--- src/rtl/mem_port_arbiter_pkg.sv ---
// Shared widths and FSM state encoding for the memory port arbiter.
package mem_port_arbiter_pkg;

    localparam int ADDR_W = 16;
    localparam int DATA_W = 16;

    typedef enum logic [1:0] {
        ST_IDLE = 2'd0,
        ST_REQ  = 2'd1,
        ST_REL  = 2'd2
    } state_t;

endpackage

--- src/rtl/mem_port_arbiter_rr_arbiter2.sv ---
// Two-way grant selection with a registered priority pointer.
// On contention the pointer decides; it flips only after a contended grant.
module rr_arbiter2 #(
    parameter bit ROUND_ROBIN = 1'b1
) (
    input  logic       clk,
    input  logic       reset,
    input  logic [1:0] req,
    input  logic       grant_en,
    output logic       gnt_valid,
    output logic       gnt_port
);

    // Port that wins the next contended grant.
    logic prio_q;
    logic prio_d;

    // Grant selection and pointer update.
    always_comb begin
        gnt_valid = |req;
        gnt_port  = 1'b0;
        prio_d    = prio_q;
        if (&req) begin
            gnt_port = ROUND_ROBIN ? prio_q : 1'b0;
        end else begin
            gnt_port = req[1];
        end
        if (ROUND_ROBIN && grant_en && (&req)) begin
            prio_d = ~gnt_port;
        end
    end

    // Priority pointer register; port 0 is favoured out of reset.
    always_ff @(posedge clk) begin
        if (reset) begin
            prio_q <= 1'b0;
        end else begin
            prio_q <= prio_d;
        end
    end

endmodule

--- src/rtl/mem_port_arbiter.sv ---
// Shares one word-addressed memory bus between instruction fetch (port 0)
// and data access (port 1), converting per-port req/done into the memory's
// four-phase strobe/ack handshake, with an optional ack timeout.
module mem_port_arbiter
    import mem_port_arbiter_pkg::*;
#(
    parameter bit ROUND_ROBIN    = 1'b1,
    parameter int TIMEOUT_CYCLES = 64,
    parameter int CNT_W          = 8
) (
    input  logic              clk,
    input  logic              reset,
    input  logic              req0,
    input  logic              req1,
    input  logic              we0,
    input  logic              we1,
    input  logic [ADDR_W-1:0] addr0,
    input  logic [ADDR_W-1:0] addr1,
    input  logic [DATA_W-1:0] wdata0,
    input  logic [DATA_W-1:0] wdata1,
    output logic [DATA_W-1:0] rdata0,
    output logic [DATA_W-1:0] rdata1,
    output logic              done0,
    output logic              done1,
    output logic              mem_read,
    output logic              mem_write,
    output logic [ADDR_W-1:0] mem_addr,
    output logic [DATA_W-1:0] mem_data_out,
    input  logic [DATA_W-1:0] mem_data_in,
    input  logic              mem_ack,
    output logic              busy,
    output logic              timeout_err
);

    state_t            state_q, state_d;
    logic [CNT_W-1:0]  cnt_q, cnt_d;
    logic              gnt_q, gnt_d;
    logic              mem_read_q, mem_read_d;
    logic              mem_write_q, mem_write_d;
    logic [ADDR_W-1:0] mem_addr_q, mem_addr_d;
    logic [DATA_W-1:0] mem_dout_q, mem_dout_d;
    logic [DATA_W-1:0] rdata_q [2];
    logic [DATA_W-1:0] rdata_d [2];
    logic [1:0]        done_q, done_d;
    logic              terr_q, terr_d;

    logic              gnt_valid;
    logic              gnt_port;
    logic              grant_en;
    logic              sel_we;
    logic [CNT_W-1:0]  cnt_inc;
    logic              timeout_hit;

    assign grant_en = (state_q == ST_IDLE) && gnt_valid;

    rr_arbiter2 #(
        .ROUND_ROBIN (ROUND_ROBIN)
    ) u_rr (
        .clk       (clk),
        .reset     (reset),
        .req       ({req1, req0}),
        .grant_en  (grant_en),
        .gnt_valid (gnt_valid),
        .gnt_port  (gnt_port)
    );

    // Timeout compares the counter value after this cycle's increment, so a
    // strobe is held for exactly TIMEOUT_CYCLES cycles before an abort.
    assign cnt_inc     = cnt_q + CNT_W'(1);
    assign timeout_hit = (TIMEOUT_CYCLES != 0) && (cnt_inc == CNT_W'(TIMEOUT_CYCLES));
    assign sel_we      = gnt_port ? we1 : we0;

    // Next-state, handshake and datapath updates.
    always_comb begin
        state_d     = state_q;
        cnt_d       = cnt_q;
        gnt_d       = gnt_q;
        mem_read_d  = mem_read_q;
        mem_write_d = mem_write_q;
        mem_addr_d  = mem_addr_q;
        mem_dout_d  = mem_dout_q;
        rdata_d[0]  = rdata_q[0];
        rdata_d[1]  = rdata_q[1];
        done_d      = 2'b00;
        terr_d      = terr_q;

        case (state_q)
            ST_IDLE: begin
                if (gnt_valid) begin
                    gnt_d       = gnt_port;
                    mem_read_d  = ~sel_we;
                    mem_write_d = sel_we;
                    mem_addr_d  = gnt_port ? addr1 : addr0;
                    mem_dout_d  = gnt_port ? wdata1 : wdata0;
                    cnt_d       = '0;
                    state_d     = ST_REQ;
                end
            end
            ST_REQ: begin
                cnt_d = cnt_inc;
                if (mem_ack) begin
                    if (mem_read_q) begin
                        rdata_d[gnt_q] = mem_data_in;
                    end
                    done_d[gnt_q] = 1'b1;
                    mem_read_d    = 1'b0;
                    mem_write_d   = 1'b0;
                    cnt_d         = '0;
                    state_d       = ST_REL;
                end else if (timeout_hit) begin
                    rdata_d[gnt_q] = '0;
                    done_d[gnt_q]  = 1'b1;
                    mem_read_d     = 1'b0;
                    mem_write_d    = 1'b0;
                    terr_d         = 1'b1;
                    cnt_d          = '0;
                    state_d        = ST_REL;
                end
            end
            ST_REL: begin
                cnt_d = cnt_inc;
                if (!mem_ack) begin
                    state_d = ST_IDLE;
                end else if (timeout_hit) begin
                    terr_d  = 1'b1;
                    state_d = ST_IDLE;
                end
            end
            default: begin
                mem_read_d  = 1'b0;
                mem_write_d = 1'b0;
                state_d     = ST_REL;
            end
        endcase
    end

    // State and datapath registers; reset lands in REL so a memory cycle
    // interrupted by reset is allowed to drain its ack before any new grant.
    always_ff @(posedge clk) begin
        if (reset) begin
            state_q     <= ST_REL;
            cnt_q       <= '0;
            gnt_q       <= 1'b0;
            mem_read_q  <= 1'b0;
            mem_write_q <= 1'b0;
            mem_addr_q  <= '0;
            mem_dout_q  <= '0;
            rdata_q[0]  <= '0;
            rdata_q[1]  <= '0;
            done_q      <= 2'b00;
            terr_q      <= 1'b0;
        end else begin
            state_q     <= state_d;
            cnt_q       <= cnt_d;
            gnt_q       <= gnt_d;
            mem_read_q  <= mem_read_d;
            mem_write_q <= mem_write_d;
            mem_addr_q  <= mem_addr_d;
            mem_dout_q  <= mem_dout_d;
            rdata_q[0]  <= rdata_d[0];
            rdata_q[1]  <= rdata_d[1];
            done_q      <= done_d;
            terr_q      <= terr_d;
        end
    end

    assign rdata0       = rdata_q[0];
    assign rdata1       = rdata_q[1];
    assign done0        = done_q[0];
    assign done1        = done_q[1];
    assign mem_read     = mem_read_q;
    assign mem_write    = mem_write_q;
    assign mem_addr     = mem_addr_q;
    assign mem_data_out = mem_dout_q;
    assign busy         = (state_q != ST_IDLE);
    assign timeout_err  = terr_q;

endmodule
--- config.mk ---
export PLATFORM = sky130hd
export DESIGN_NAME = mem_port_arbiter
export DESIGN_NICKNAME = d
export VERILOG_FILES = /design/src/rtl/mem_port_arbiter_pkg.sv /design/src/rtl/mem_port_arbiter_rr_arbiter2.sv /design/src/rtl/mem_port_arbiter.sv
export SDC_FILE = /design/constraint.sdc
export NUM_CORES = 1
export LEC_CHECK = 0
export BUFFER_PORTS_ARGS = -buffer_cell sky130_fd_sc_hd__buf_2
export CORE_MARGIN = 5
export CORE_UTILIZATION = 48
export DETAILED_ROUTE_END_ITERATION = 8
export PLACE_DENSITY = 0.81
export SLEW_MARGIN = 40
export SYNTH_ARGS = -nofsm -noshare
export SYNTH_HDL_FRONTEND = slang
export SYNTH_SLANG_ARGS = --single-unit
--- constraint.sdc ---
create_clock -name clk -period 2.48 [get_ports clk]
set_input_delay 0.744 -clock clk [delete_from_list [all_inputs] [get_ports clk]]
set_output_delay 0.744 -clock clk [all_outputs]
set_load 0.005 [all_outputs]
# --- Word level (Yosys, flattened, before mapping) ---
# Memory sizes are Yosys's and may differ from the RTL's.
# Index checks and enable logic that the tools add are counted.
op_classes:
  addsub: 1
  n_mul: 0
  n_div: 0
  magnitude_cmp: 4
  n_eq_ne: 8
  shifts: 0
  n_mux: 40
  bitwise: 9
  n_reduce_logical: 16
op_table:
  columns: ["operator", "n"]
  rows:
  - ["32-bit two-way mux", 4]
  - ["16-bit two-way mux", 5]
  - ["32-bit bitwise AND", 1]
  - ["32-bit bitwise mux", 1]
  - ["32-bit NOT", 1]
  - ["8-bit two-way mux", 3]
  - ["8-bit one-hot mux with 3 select lines", 1]
  - ["16-bit demux with 1-bit select", 1]
  - ["2-bit two-way mux", 7]
  - ["1-bit two-way mux", 13]
  - ["3-bit AND reduction", 3]
  - ["8-bit by 1-bit adder with 8-bit output, second input constant", 1]
  - ["8-bit by 7-bit == test with 1-bit output, second input constant", 1]
  - ["2-bit inequality test, second input constant", 3]
  - ["3-bit inequality test, second input constant", 2]
  - ["1-bit one-hot mux with 3 select lines", 2]
  - ["2-bit one-hot mux with 3 select lines", 1]
  - ["2-bit AND reduction", 3]
  - ["1-bit logical AND", 4]
  - ["1-bit NOT", 4]
  - ["2-bit nonzero test", 2]
  - ["2-bit OR reduction", 2]
  - ["3-bit nonzero test", 1]
  - ["2-bit by 1-bit == test with 1-bit output, second input constant", 1]
  - ["10 further kinds", 11]
word_totals:
  regBits: 49
  latchBits: 0
  ramBits: 32
  rom_bits: 0
  in_bits: 87
  out_inout_bits: 70
  wordCells: 89
  mem_count: 1
mem_list:
  columns: ["name", "words", "width", "read_ports", "rd_ports_with_merged_regs", "write_ports", "line_no", "source"]
  rows:
  - ["rdata_q", 2, 16, 2, 0, 2, "mem_port_arbiter.sv:42", "logic [DATA_W-1:0] rdata_q [2];"]

# --- Longest topological paths before layout ---
# Gate-level depths: netlist of run 1.
depth:
  ltp_word: 11
  ltp_mapped: 8
  depth_no_buf: 7

# --- By module ---
# A second synthesis of run 1 with hierarchy kept.
hier_totals:
  hier_cells: 338
  area_unflattened_um2: 3303.2
by_module_without_submodules:
  columns: ["mod", "n_inst", "cells_each", "area_per_inst_um2", "seq_area_each_um2"]
  rows:
  - ["mem_port_arbiter", 1, 330, 3234.4, 1601.5]
  - ["rr_arbiter2", 1, 8, 68.8, 20.0]

# --- Worst setup path before layout of run 1 ---
# No wires, ideal clock.
synth_timing:
  path_kind: "input -> register"
  start: "input mem_ack"
  end: "memory rdata_q[0][10]"
  setup_ns: 0.071
  arrival_ns: 1.969
  required_time_ns: 2.409
  path_slack_ns: 0.440
  stages: 6
  n_path_buf: 2
  path_cell_list: "clkbuf_1 > nand2_1 > nor2_1 > clkbuf_1 > a22oi_1 > a21oi_1"
synth_lines:
  columns: ["element", "line_no", "source"]
  rows:
  - ["from (decl)", "mem_port_arbiter.sv:30", "input logic mem_ack,"]
  - ["to (decl)", "mem_port_arbiter.sv:42", null]

# --- Worst setup path after layout of run 1 ---
layout_timing:
  start: "register cnt_q[4]"
  end: "register mem_write_q (netlist: mem_write)"
layout_via:
  elab_chain_cells: 4
layout_lines:
  columns: ["element", "line_no", "source"]
  rows:
  - ["from (decl)", "mem_port_arbiter.sv:36", "logic [CNT_W-1:0] cnt_q, cnt_d;"]
  - ["from (signal assigned)", "mem_port_arbiter.sv:154", "cnt_q <= cnt_d;"]
  - ["8-bit by 1-bit adder with 8-bit output", "mem_port_arbiter.sv:69", "assign cnt_inc = cnt_q + CNT_W'(1);"]
  - ["8-bit by 7-bit == test with 1-bit output", "mem_port_arbiter.sv:70", "assign timeout_hit = (TIMEOUT_CYCLES != 0) && (cnt_inc == CNT_W'(TIMEOUT_CYCLES));"]
  - ["3-bit inequality test (no source line)", null, null]
  - ["3-bit AND reduction (no source line)", null, null]
  - ["to (signal assigned)", "mem_port_arbiter.sv:157", "mem_write_q <= mem_write_d;"]
  - ["to (decl)", "mem_port_arbiter.sv:39", "logic mem_write_q, mem_write_d;"]
# Every way passes these cells.
# A chain may end at the register's enable or synchronous reset.

==> impl_metrics.json, run 1 <==
{
  "viasPerCell": 5.62,
  "diodes": 0,
  "fin_skew_ps": 13.8,
  "ys_warn_count": 0,
  "clock_sinks": 81,
  "start_util": 0.488,
  "p_leak_nw": 2.18,
  "crit_chain": "nor4b_2 -> a2bb2oi_1 -> or4b_1 -> buf_4 -> a211oi_1 -> o32ai_1",
  "io_buffers": 156,
  "grt_max_degree": 65,
  "worst-path-buf-inv": 1,
  "postCtsSetupBuffers": 0,
  "critical_path_class": "flip-flop to flip-flop",
  "totalWireLength_mm": 10.3,
  "tightest_slew_ps": 644,
  "place_inst": 652,
  "ys_seq_area_frac": 0.435,
  "die_area_mm2": 0.00963,
  "drt-initial-drc-count": 170,
  "grt_pass1_wl_mm": 17.0,
  "gp_congestion": 0.833,
  "vias": 3753,
  "fin_crit_sh": 0.904,
  "drcViolationCount": 0,
  "areaGrowthSynthToFinish_pct": 30.3,
  "cts_buffers": 9,
  "crit_fanout": 9,
  "maxCapViolCount": 0,
  "dp_slack_ps": 245,
  "hold_buffers": 0,
  "hp-class": "flip-flop to flip-flop",
  "cp_top_family": "simple AND/OR/NAND/NOR gates",
  "wire_per_inst_um": 15.5,
  "synth_seq_cells": 81,
  "grt-ovfl-total": 0,
  "drv_slew": 0,
  "grt_pass1_vias": 3688,
  "htree_levels": 3,
  "maxSlewHeadroom": 0.566,
  "setup_violations": 0,
  "rsz0062_at_grt": "no",
  "cts_tree": "yes",
  "ys.flop_type": "dfxtp_1",
  "cp-start-kind": "flip-flop",
  "yosysTopAreaCell": "dfxtp_1",
  "end_kind": "flip-flop",
  "cpMaxStageDelayCell": "or4b_1",
  "synth-edff-count": 0,
  "max_freq_mhz": 446,
  "antenna_found_initial": 0,
  "finalHoldViolCount": 0,
  "fin_crit_ps": 2240,
  "setup_ws_ps": 238,
  "clock_latency_ps": 350,
  "nets": 653,
  "syn_area_mm2": 0.00373,
  "power_density_mw_per_mm2": 672,
  "synthesis.nets": 510,
  "syn_avg_cell_area_um2": 8.92,
  "die_w_um": 98.1,
  "synth_top_area_frac": 0.435,
  "drive_above_1_share": 0.341,
  "max_stage_delay_ps": 700,
  "clk_pin_slew_worst_paths_ps": 90,
  "cts_root_buf": "clkbuf_8",
  "worstPathRequired_ps": 2700,
  "synth_cells": 418,
  "num_rows": 32,
  "final_common_cell": "buf_2",
  "pin_count": 157,
  "chipHeight_um": 98.1,
  "place_hpwl_mm": 7.62,
  "ant_nets": 0,
  "ctsLongestPathBuffers": 2,
  "outcome": "completed",
  "dr.pass1.iters": 5,
  "grtUsageTotal": 0.210,
  "placeableCoreArea_mm2": 0.00765,
  "fin_tns_setup_ps": 0,
  "cts_resized": 0,
  "arrival_ps": 2460,
  "fin_cells": 668,
  "async_flop_share": 0,
  "ys_types": 41,
  "peakVddDrop_uv": 362,
  "synth_area_leaders": "dfxtp_1 43%, mux2i_1 8.9%, a211oi_1 6.8%, a22oi_1 6.6%, o211ai_1 6.4%",
  "final_cell_mix": "156 x buf_2, 81 x dfxtp_1, 47 x nor2_1"
}
-- cell type report --
cell class	instances	area, µm²
Clock buffer	9	124
Clock inverter	7	103
Fill cell	661	2790
Inverter	9	33.8
Multi-Input combinational cell	289	1930
Sequential cell	81	1620
Tap cell	102	128
Timing Repair Buffer	171	918
-- cell families (layout without fill, tap and decap cells) --
logic type,after synthesis,after routing,synth area share
AO/OA/AOI/OAI,161,161,0.297
AND/OR/NAND/NOR,89,89,0.109
flip-flops,81,81,0.435
buffers and inverters,48,196,0.0520
multiplexers,33,33,0.0886
adder cells (fa/ha/maj),5,5,0.0168
XOR/XNOR,1,1,0.00235
-- stage by stage --
step / power, mW / hold slack, ps / utilization / area (µm²)
after floorplan: 1.92 / 464 / - / 3730
after global placement: 2.18 / 455 / 0.606 / 4630
after detailed placement: 2.21 / 488 / 0.606 / 4630
after CTS: 3.30 / 500 / 0.635 / 4860
after global routing: 3.45 / 529 / 0.635 / 4860
final: 3.27 / 497 / 0.635 / 4860
-- power by group --
part | switching [mW] | total, mW | internal [mW]
clock network | 0.510 | 1.09 | 0.580
logic | 0.385 | 0.692 | 0.307
registers | 0.0695 | 1.48 | 1.41
-- cell usage after synthesis, drive strengths merged, types with 5 or more instances --
master	count
o21ai	8
clkbuf	31
nor2	48
ha	5
mux2i	33
a21oi	38
buf	8
nand2	15
nor3	5
dfxtp	81
a22oi	33
o211ai	32
a211oi	34
inv	9
-- flip-flops by register name, summed over array words and instances (netlist names) --
name,count
rdata_q,32
mem_addr,16
mem_data_out,16
cnt_q,8
done_q,2
state_q,2
gnt_q,1
mem_read,1
mem_write,1
timeout_err,1
u_rr.prio_q,1
-- worst reg2reg max path, delay by kind of cell, from the launching register on --
kind,cells,cell delay (ps)
AO/OA/AOI/OAI,3,470
buffers and inverters,1,240
flip-flops,1,390
AND/OR/NAND/NOR,2,1030
-- worst paths after layout --
kind | start | to | slack, ps | cells past startpoint
setup / recovery | cnt_q[4] | mem_write | 240 | 6
hold / removal | mem_addr[2] | mem_addr[2] | 500 | 2
setup reg to reg | cnt_q[4] | mem_write | 240 | 6
hold reg to reg | mem_addr[2] | mem_addr[2] | 500 | 2
-- layer usage --
metal  GRT usage  routed length [µm]  vias up
met5           0                   0        -
met2       0.360                5080      156
met4      0.0924                 159        0
li1            -                   -     1856
met1       0.245                4150     1729
met3      0.0586                 938       12
Power figures use the tool's default switching activity.
==> run 2: changes to the inputs <==
--- a/config.mk
+++ b/config.mk
@@ -10,7 +10,7 @@
 export CORE_UTILIZATION = 48
 export DETAILED_ROUTE_END_ITERATION = 8
 export PLACE_DENSITY = 0.81
-export SLEW_MARGIN = 40
+export SETUP_SLACK_MARGIN = 0.3
 export SYNTH_ARGS = -nofsm -noshare
 export SYNTH_HDL_FRONTEND = slang
 export SYNTH_SLANG_ARGS = --single-unit
==> run 2 against run 1 <==
Count of clock-buffer cells in the layout unchanged. Worst setup slack better by 150 ps. Via count about the same. Global-route usage up 0.089 points. Non-clock buffer count unchanged. Worst hold slack better by 1.4 ps. First-iteration DRC count down 14%. Routed wire length up 1.0%. Sequential share of layout area down 0.10 points. Utilization up 0.25 points. Largest power group unchanged. Sequential power about the same. Critical path depth unchanged.
==> impl_metrics.json, run 2 (synthesis gave the netlist of run 1 again) <==
{
  "final_common_cell": "buf_2",
  "areaGrowthSynthToFinish_pct": 30.8,
  "power_density_mw_per_mm2": 672,
  "cpMaxStageDelayCell": "or4b_4",
  "chipHeight_um": 98.1,
  "internal_power_mw": 2.30,
  "grt_pass1_vias": 3692,
  "placeableCoreArea_mm2": 0.00765,
  "clock_sinks": 81,
  "grt_max_degree": 65,
  "critical_path_class": "flip-flop to flip-flop",
  "finalHoldViolCount": 0,
  "grtUsageTotal": 0.211,
  "vias": 3750,
  "final_cell_area_mm2": 0.00488,
  "viasPerCell": 5.61,
  "place_hpwl_mm": 7.62,
  "hp-class": "flip-flop to flip-flop",
  "max_stage_delay_ps": 610,
  "antenna_found_initial": 0,
  "switching_share": 0.297,
  "grt_pass1_wl_mm": 17.1,
  "fin_crit_sh": 0.844,
  "clk_pin_slew_worst_paths_ps": 90,
  "cts_root_buf": "clkbuf_8",
  "p_leak_nw": 2.19,
  "clock_latency_ps": 350,
  "drive_above_1_share": 0.348,
  "maxCapViolCount": 0,
  "end_kind": "flip-flop",
  "gp_congestion": 0.833,
  "arrival_ps": 2340,
  "worstPathRequired_ps": 2730,
  "setup_violations": 0,
  "min_from": "mem_addr[2]",
  "htree_levels": 3,
  "fin_tns_setup_ps": 0,
  "fillers": 658,
  "final_cell_mix": "156 x buf_2, 80 x dfxtp_1, 47 x nor2_1",
  "totalWireLength_mm": 10.4,
  "post_dp_cell_area_mm2": 0.00463,
  "ant_nets": 0,
  "die_w_um": 98.1,
  "crit_fanout": 9,
  "tightest_slew_ps": 485,
  "pin_count": 157,
  "rsz0062_at_grt": "no",
  "pwr-share-clk": 0.334,
  "wire_per_inst_um": 15.6,
  "r2r_start": "cnt_q[4]",
  "cts_tree": "yes",
  "fin_skew_ps": 15.9,
  "max_freq_mhz": 478,
  "ctsLongestPathBuffers": 2,
  "cp_top_family": "simple AND/OR/NAND/NOR gates",
  "drv_slew": 0,
  "worst-path-buf-inv": 1,
  "fin_crit_ps": 2090,
  "largest_register_ff_count": 32,
  "crit_chain": "nor4b_2 -> a2bb2oi_1 -> or4b_4 -> buf_4 -> a211o_1 -> o32ai_1",
  "num_rows": 32,
  "p_seq_frac": 0.453,
  "nets": 653,
  "cp-start-kind": "flip-flop",
  "die_area_mm2": 0.00963,
  "start_util": 0.488,
  "drt-initial-drc-count": 146,
  "cts_buffers": 9,
  "peakVddDrop_uv": 363,
  "setup.worst_path.start": "cnt_q[4]",
  "outcome": "completed",
  "grt-ovfl-total": 0,
  "drcViolationCount": 0,
  "power_frac_comb": 0.213,
  "dr.pass1.iters": 5,
  "p_switching_uw": 973,
  "diodes": 0,
  "maxSlewHeadroom": 0.677,
  "top_register": "rdata_q",
  "io_buffers": 156
}
-- run 2: cell types whose count changed in the layout (fill, tap and decap cells not counted) --
cell / before / now
a211oi_1: 34 / 33
a211oi_2: 0 / 1
buf_4: 13 / 12
buf_6: 0 / 1
dfxtp_1: 81 / 80
dfxtp_2: 0 / 1
nand3_1: 4 / 3
nand3_2: 0 / 1
o21ai_0: 7 / 6
o21ai_1: 0 / 1
or4b_1: 1 / 0
or4b_4: 0 / 1
-- run 2: final timing paths --
path              cells past startpoint  slack (ps)           to
setup reg to reg                      6         390    mem_write
setup / recovery                      6         390    mem_write
hold reg to reg                       2         500  mem_addr[2]
hold / removal                        2         500  mem_addr[2]
-- run 2: power groups by stage --
stage	clock network [mW]	logic, mW	registers [mW]
floorplan	0	0.402	1.51
CTS	1.12	0.696	1.48
global route	1.17	0.776	1.50
global placement	0	0.672	1.51
finish	1.09	0.698	1.49
detailed placement	0	0.694	1.51
-- run 2: metrics by stage --
step / std cells / worst slack [ps] / hold slack [ps] / power [mW] / util
CTS: 668 / 366 / 500 / 3.30 / 0.636
global route: 668 / 297 / 529 / 3.45 / 0.638
finish: 668 / 386 / 499 / 3.28 / 0.638
floorplan: 418 / 440 / 464 / 1.92 / -
detailed placement: 652 / 245 / 488 / 2.21 / 0.606
global placement: 652 / 367 / 455 / 2.18 / 0.606
-- run 2: final cells by class --
type                    count  area (µm²)  share of cell area
repair buffers            171         922               0.189
inverters                   9        33.8             0.00692
clock inverters             7         103              0.0210
well taps                 102         128              0.0262
clock buffers               9         124              0.0254
flip-flops and latches     81        1620               0.333
multi-input cells         289        1950               0.399
-- run 2: metal layers --
layer / track usage / wire, µm / up-vias
met2: 0.362 / 5150 / 156
li1: - / - / 1855
met4: 0.0924 / 193 / 0
met1: 0.246 / 4170 / 1724
met5: 0 / 0 / -
met3: 0.0586 / 921 / 15
-- run 2: timing repair --
action / in CTS / in global routing
hold buffers: 0 / 0
endpoints found under the setup margin: 24 / 18
gates cloned: 0 / 0
pin swaps: 0 / 0
gates resized for setup: 1 / 5
buffers inserted: 0 / 0
-- run 2: worst register-to-register path, cell delays in order, from the launching register on --
cell       delay (ps)
dfxtp_1           390
nor4b_2           330
a2bb2oi_1         100
or4b_4            610
buf_4             200
a211o_1           250
o32ai_1           130
